[src/rtl/pwm_pkg.sv]
// pwm_pkg
//   Shared types and helpers for the PWM output stage.
//   - pwm_state_t : modulator FSM state encoding
//   - PWM_CNT_W   : default period counter width (period = 2^PWM_CNT_W clocks)
//   - scale()     : amplitude attenuation, sample >> amp_sel
package pwm_pkg;

  localparam int PWM_CNT_W   = 8;
  localparam int PWM_SCALE_W = 32;

  typedef enum logic {
    IDLE = 1'b0,
    RUN  = 1'b1
  } pwm_state_t;

  // Operates on a wide container so any DATA_W up to 32 bits can use it;
  // callers truncate back to their own width.
  function automatic logic [PWM_SCALE_W-1:0] scale(
    input logic [PWM_SCALE_W-1:0] sample,
    input logic [1:0]             amp_sel
  );
    return sample >> amp_sel;
  endfunction

endpackage

[src/rtl/pwm_period_counter.sv]
// pwm_period_counter
//   Free-running PWM period counter. Counts up while run is high and wraps
//   from 2^CNT_W-1 to 0; held at 0 while run is low.
// Ports:
//   clk   in   system clock, rising edge
//   rst   in   asynchronous active-low reset
//   run   in   count enable (modulator in RUN)
//   cnt   out  current position within the period
//   wrap  out  last cycle of the period (cnt at max while running)
module pwm_period_counter
  import pwm_pkg::*;
#(
  parameter int CNT_W = PWM_CNT_W
) (
  input  logic             clk,
  input  logic             rst,
  input  logic             run,
  output logic [CNT_W-1:0] cnt,
  output logic             wrap
);

  localparam logic [CNT_W-1:0] CNT_MAX = '1;

  always_ff @(posedge clk or negedge rst) begin
    if (!rst) begin
      cnt <= '0;
    end else if (run) begin
      cnt <= cnt + CNT_W'(1);
    end else begin
      cnt <= '0;
    end
  end

  assign wrap = run && (cnt == CNT_MAX);

endmodule

[src/rtl/pwm_modulator.sv]
// pwm_modulator
//   PWM output stage of the waveform generator. Takes unsigned amplitude
//   samples through a one-deep holding register (valid/ready) and produces a
//   single modulated bit with duty = sample >> amp_sel, latched once per
//   period.
// Ports:
//   clk           in   system clock, rising edge
//   rst           in   asynchronous active-low reset
//   en            in   run request
//   sample_in     in   [DATA_W] unsigned sample
//   sample_valid  in   sample_in valid
//   sample_ready  out  holding register empty
//   amp_sel       in   [2] attenuation shift, sampled at period start
//   pwm_out       out  modulated output bit
//   period_done   out  one-cycle pulse after each completed period
//   underrun      out  one-cycle pulse when a period starts without a new sample
//   underrun_cnt  out  [8] saturating underrun count (only with PWM_UNDERRUN_CNT_EN)
// Build option:
//   PWM_UNDERRUN_CNT_EN  adds the underrun_cnt port and its counter.
//
// State table:
//   IDLE | stopped; counter held at 0, pwm_out low, hold register still accepts
//   RUN  | periods running; on the wrap edge stay (en=1, reload duty) or stop
module pwm_modulator
  import pwm_pkg::*;
#(
  parameter int CNT_W  = PWM_CNT_W,
  parameter int DATA_W = 8
) (
  input  logic              clk,
  input  logic              rst,
  input  logic              en,
  input  logic [DATA_W-1:0] sample_in,
  input  logic              sample_valid,
  output logic              sample_ready,
  input  logic [1:0]        amp_sel,
  output logic              pwm_out,
  output logic              period_done,
  output logic              underrun
`ifdef PWM_UNDERRUN_CNT_EN
  ,
  output logic [7:0]        underrun_cnt
`endif
);

  if (DATA_W != CNT_W) begin : g_width_check
    $error("pwm_modulator: DATA_W must equal CNT_W");
  end

  pwm_state_t        state;
  pwm_state_t        state_nxt;
  logic              start;
  logic              load;
  logic              accept;
  logic              underrun_evt;
  logic [CNT_W-1:0]  cnt;
  logic              wrap;
  logic [DATA_W-1:0] hold;
  logic              hold_full;
  logic [DATA_W-1:0] duty;

  pwm_period_counter #(
    .CNT_W (CNT_W)
  ) u_period_counter (
    .clk  (clk),
    .rst  (rst),
    .run  (state == RUN),
    .cnt  (cnt),
    .wrap (wrap)
  );

  // load marks every period start: the IDLE->RUN edge and any wrap that
  // continues running. The final wrap into IDLE starts nothing, so it neither
  // consumes the hold register nor reports an underrun.
  always_comb begin
    state_nxt = state;
    start     = 1'b0;
    load      = 1'b0;
    case (state)
      IDLE: begin
        if (en) begin
          state_nxt = RUN;
          start     = 1'b1;
          load      = 1'b1;
        end
      end
      RUN: begin
        if (wrap) begin
          if (en) begin
            load = 1'b1;
          end else begin
            state_nxt = IDLE;
          end
        end
      end
      default: state_nxt = IDLE;
    endcase
  end

  always_ff @(posedge clk or negedge rst) begin
    if (!rst) begin
      state <= IDLE;
    end else begin
      state <= state_nxt;
    end
  end

  assign sample_ready = ~hold_full;
  assign accept       = sample_valid && sample_ready;
  assign underrun_evt = load && !hold_full;

  // accept and consume are mutually exclusive: ready is low whenever the
  // register holds something to consume.
  always_ff @(posedge clk or negedge rst) begin
    if (!rst) begin
      hold      <= '0;
      hold_full <= 1'b0;
    end else if (accept) begin
      hold      <= sample_in;
      hold_full <= 1'b1;
    end else if (load && hold_full) begin
      hold_full <= 1'b0;
    end
  end

  always_ff @(posedge clk or negedge rst) begin
    if (!rst) begin
      duty <= '0;
    end else if (load && hold_full) begin
      duty <= DATA_W'(scale(PWM_SCALE_W'(hold), amp_sel));
    end
  end

  // Compare uses pre-edge cnt/duty, so the first high cycle follows the
  // load edge and exactly duty cycles are high per period.
  always_ff @(posedge clk or negedge rst) begin
    if (!rst) begin
      pwm_out     <= 1'b0;
      period_done <= 1'b0;
      underrun    <= 1'b0;
    end else begin
      pwm_out     <= (state == RUN) && (cnt < duty);
      period_done <= wrap;
      underrun    <= underrun_evt;
    end
  end

`ifdef PWM_UNDERRUN_CNT_EN
  // A run that starts without a sample counts that first underrun.
  always_ff @(posedge clk or negedge rst) begin
    if (!rst) begin
      underrun_cnt <= 8'd0;
    end else if (start) begin
      underrun_cnt <= underrun_evt ? 8'd1 : 8'd0;
    end else if (underrun_evt && (underrun_cnt != 8'hFF)) begin
      underrun_cnt <= underrun_cnt + 8'd1;
    end
  end
`endif

endmodule

[config.mk]
export PLATFORM = sky130hd
export DESIGN_NAME = pwm_modulator
export DESIGN_NICKNAME = d
export VERILOG_FILES = /design/src/rtl/pwm_pkg.sv /design/src/rtl/pwm_period_counter.sv /design/src/rtl/pwm_modulator.sv
export SDC_FILE = /design/constraint.sdc
export NUM_CORES = 1
export LEC_CHECK = 0
export CAP_MARGIN = 25
export CORE_MARGIN = 2
export CORE_UTILIZATION = 54
export CTS_CLUSTER_DIAMETER = 120
export DETAILED_ROUTE_END_ITERATION = 10
export GPL_TIMING_DRIVEN = 0
export PLACE_DENSITY_LB_ADDON = 0.2
export RECOVER_POWER = 25
export SLEW_MARGIN = 15
export SYNTH_ARGS = -nofsm -noshare
export SYNTH_HDL_FRONTEND = slang
export SYNTH_SLANG_ARGS = --single-unit
[constraint.sdc]
create_clock -name clk -period 1.9 [get_ports clk]
set_clock_uncertainty 0.15 [all_clocks]
set_input_delay 0.475 -clock clk [delete_from_list [all_inputs] [get_ports clk]]
set_output_delay 0.475 -clock clk [all_outputs]
set_load 0.02 [all_outputs]
==> impl_metrics.tcl <==
set metrics [dict create \
    ant_nets 0 \
    dpl_cell_area_um2 1660 \
    startpoint_type "register" \
    dr.pass1.iters 3 \
    cts_tree "yes" \
    syn_to_final_growth_pct 19.2 \
    clk_latency_ps 320 \
    std_cell_rows 18 \
    grt_pass1_wl_um 4280 \
    hpwl_um 1940 \
    synthAdderAreaFrac 0.0684 \
    p_total_mw 1.18 \
    num_io_pins 18 \
    htreeDepth 2 \
    finalCritPeriodShare 0.938 \
    routed_wl_um 2560 \
    first_global_vias 979 \
    syn_nets 146 \
    fp.dieH_um 56.0 \
    slew_viol_final 0 \
    drc 0 \
    synthXorXnorAreaFrac 0.0240 \
    slew_headroom 0.523 \
    status "complete, no violations" \
    hold_ws_ps 44.6 \
    die_area_um2 3140 \
    clkTransAtPathRegs_ps 90 \
    grt_overflow 0 \
    final_util 0.691 \
    die_w_um 56.0 \
    cts_inserted_buffers 5 \
    endpoint_kind "register" \
    leakagePower_nw 0.828 \
    synth-seq-cells 29 \
    hold_path.class "input pin to asynchronous set/reset pin" \
    routedWlPerCell_um 14.4 \
    synth-simple-area-share 0.115 \
    clock-sinks 29 \
    fin_area_um2 1740 \
    arrival_ps 1840 \
    finalWorstPathRequiredPeriod_ps 1780 \
    layout-drive-gt1-share 0.223 \
    rsz0062_at_grt "false" \
    vdd_drop_max_uv 584 \
    via_count 967 \
    vias_per_cell 5.43 \
    critPathMaxFanout 9 \
    hold_viol_final 0 \
    cp_data_required_time_ps 1950 \
    maxCapViolations 0 \
    crit_type "register to register" \
    layout_common_cells "dfrtp_1 (29), mux2_2 (11), clkdlybuf4s50_1 (11)" \
    initial_core_util 0.580 \
    final_common_cell "dfrtp_1" \
    io_buffers 16 \
    syn_inst 124 \
    diodes 0 \
    globalRouteTotalUtil 0.179 \
    synth_seq_area_share 0.496 \
    setup_tns_ps 0 \
    core_um2 2520 \
    synth.distinct_cells 35 \
    pwr_density_cell_nw_per_um2 678 \
    drt_iter0_markers 6 \
    grt_max_degree 30 \
    clk_path_buf_depth 2 \
    root_buffer "clkbuf_4" \
    finalSetupViolations 0 \
    layout.nets 169 \
    syn_area_per_cell_um2 11.8 \
    yosys_warnings 0 \
    fmax_ghz 0.561 \
    synth_compound_area_frac 0.0642 \
    tightest_slew_ps 716 \
    synth.area.mux_share 0.192 \
    netlist_area_um2 1460 \
    antenna_found_initial 0 \
    place_congestion 0.749 \
    synth_top_family_by_area "multiplexers" \
    post_cts_buffers 0 \
]
## path summary, 6_finish.rpt
check / end / slack [ps] / start / cells after the start
max in group asynchronous: duty[0]$_DFFE_PN0P_ / 1100 / rst / 1
worst min register to register: u_period_counter.cnt[0]$_DFF_PN0_ / 370 / u_period_counter.cnt[0]$_DFF_PN0_ / 1
min in group clk: u_period_counter.cnt[0]$_DFF_PN0_ / 370 / u_period_counter.cnt[0]$_DFF_PN0_ / 1
worst min-delay path: u_period_counter.cnt[4]$_DFF_PN0_ / 40 / rst / 1
worst max-delay path: duty[0]$_DFFE_PN0P_ / 120 / u_period_counter.cnt[0]$_DFF_PN0_ / 6
worst max register to register: duty[0]$_DFFE_PN0P_ / 120 / u_period_counter.cnt[0]$_DFF_PN0_ / 6
## layer usage
metal	routed length, um	share of wire	GRT usage
met5	0	0	0
met4	31	0.012	0.0612
met3	94	0.037	0.0651
met2	1290	0.50	0.287
met1	1150	0.45	0.223
## state kept, by name (all words and copies together) (netlist names)
| name | cells |
|---|---|
| duty | 8 |
| hold | 8 |
| u_period_counter.cnt | 8 |
| hold_full | 1 |
| period_done | 1 |
| pwm_out | 1 |
| state | 1 |
| underrun | 1 |
## critical path: stages (launching register included)
cell and delay, ps:
dfrtp_1 420, ha_4 170, nand3_1 110, o21ai_2 170
and3_1 190, buf_6 160, mux2_4 300
## cell families (layout without fill, tap and decap cells)
logic type	count (synthesis)	count (layout)
flip-flops	29	29
AND/OR/NAND/NOR	31	31
AO/OA/AOI/OAI	15	15
XOR/XNOR	4	4
adder cells (fa/ha/maj)	8	8
buffers and inverters	13	37
multiplexers	24	24
## cell type report
type | instances | area [um^2]
inverters | 9 | 33.8
well taps | 30 | 37.5
clock buffers | 7 | 65.1
clock inverters | 1 | 5.00
plain buffers | 4 | 23.8
fillers | 201 | 778
flip-flops and latches | 29 | 726
multi-input cells | 82 | 692
repair buffers | 16 | 161
## cells in the mapped netlist, drive strengths merged
cell type	n	share of area
dfrtp	29	0.50
mux2	14	0.12
mux2i	9	0.062
nor2	9	0.023
ha	8	0.068
inv	8	0.021
o21ai	6	0.023
nand2	4	0.010
nand3	4	0.014
a21oi	3	0.010
and3	3	0.015
or3	3	0.014
xor2	3	0.018
a211oi	2	0.010
buf	2	0.011
clkbuf	2	0.0051
nand2b	2	0.0086
a21o	1	0.0051
and2	1	0.0043
clkinv	1	0.0026
mux4	1	0.015
nand4	1	0.0086
nor2b	1	0.0043
nor3	1	0.0034
o2111ai	1	0.0060
o21a	1	0.0051
o22ai	1	0.0043
or2b	1	0.0051
or3b	1	0.0060
xnor2	1	0.0060
## what timing repair did
| item | in CTS | in global routing |
|---|---|---|
| endpoints found under the setup margin | 1 | 6 |
| hold buffers | 0 | 0 |
| pin swaps | 0 | 1 |
| gates resized for setup | 1 | 5 |
| gates cloned | 0 | 0 |
## per-stage QoR
step / setup WS (ps) / std cells
detailed placement: -222 / 170
floorplan: 207 / 124
global placement: -239 / 170
CTS: 7.43 / 178
global route: 29.7 / 178
finish: 117 / 178
## where the power goes
part           switching [mW]  internal [mW]  total [mW]
registers              0.0171          0.637       0.654
clock network           0.209          0.214       0.423
logic                  0.0441         0.0616       0.106
Note: power is estimated with default switching activity, not from simulation.
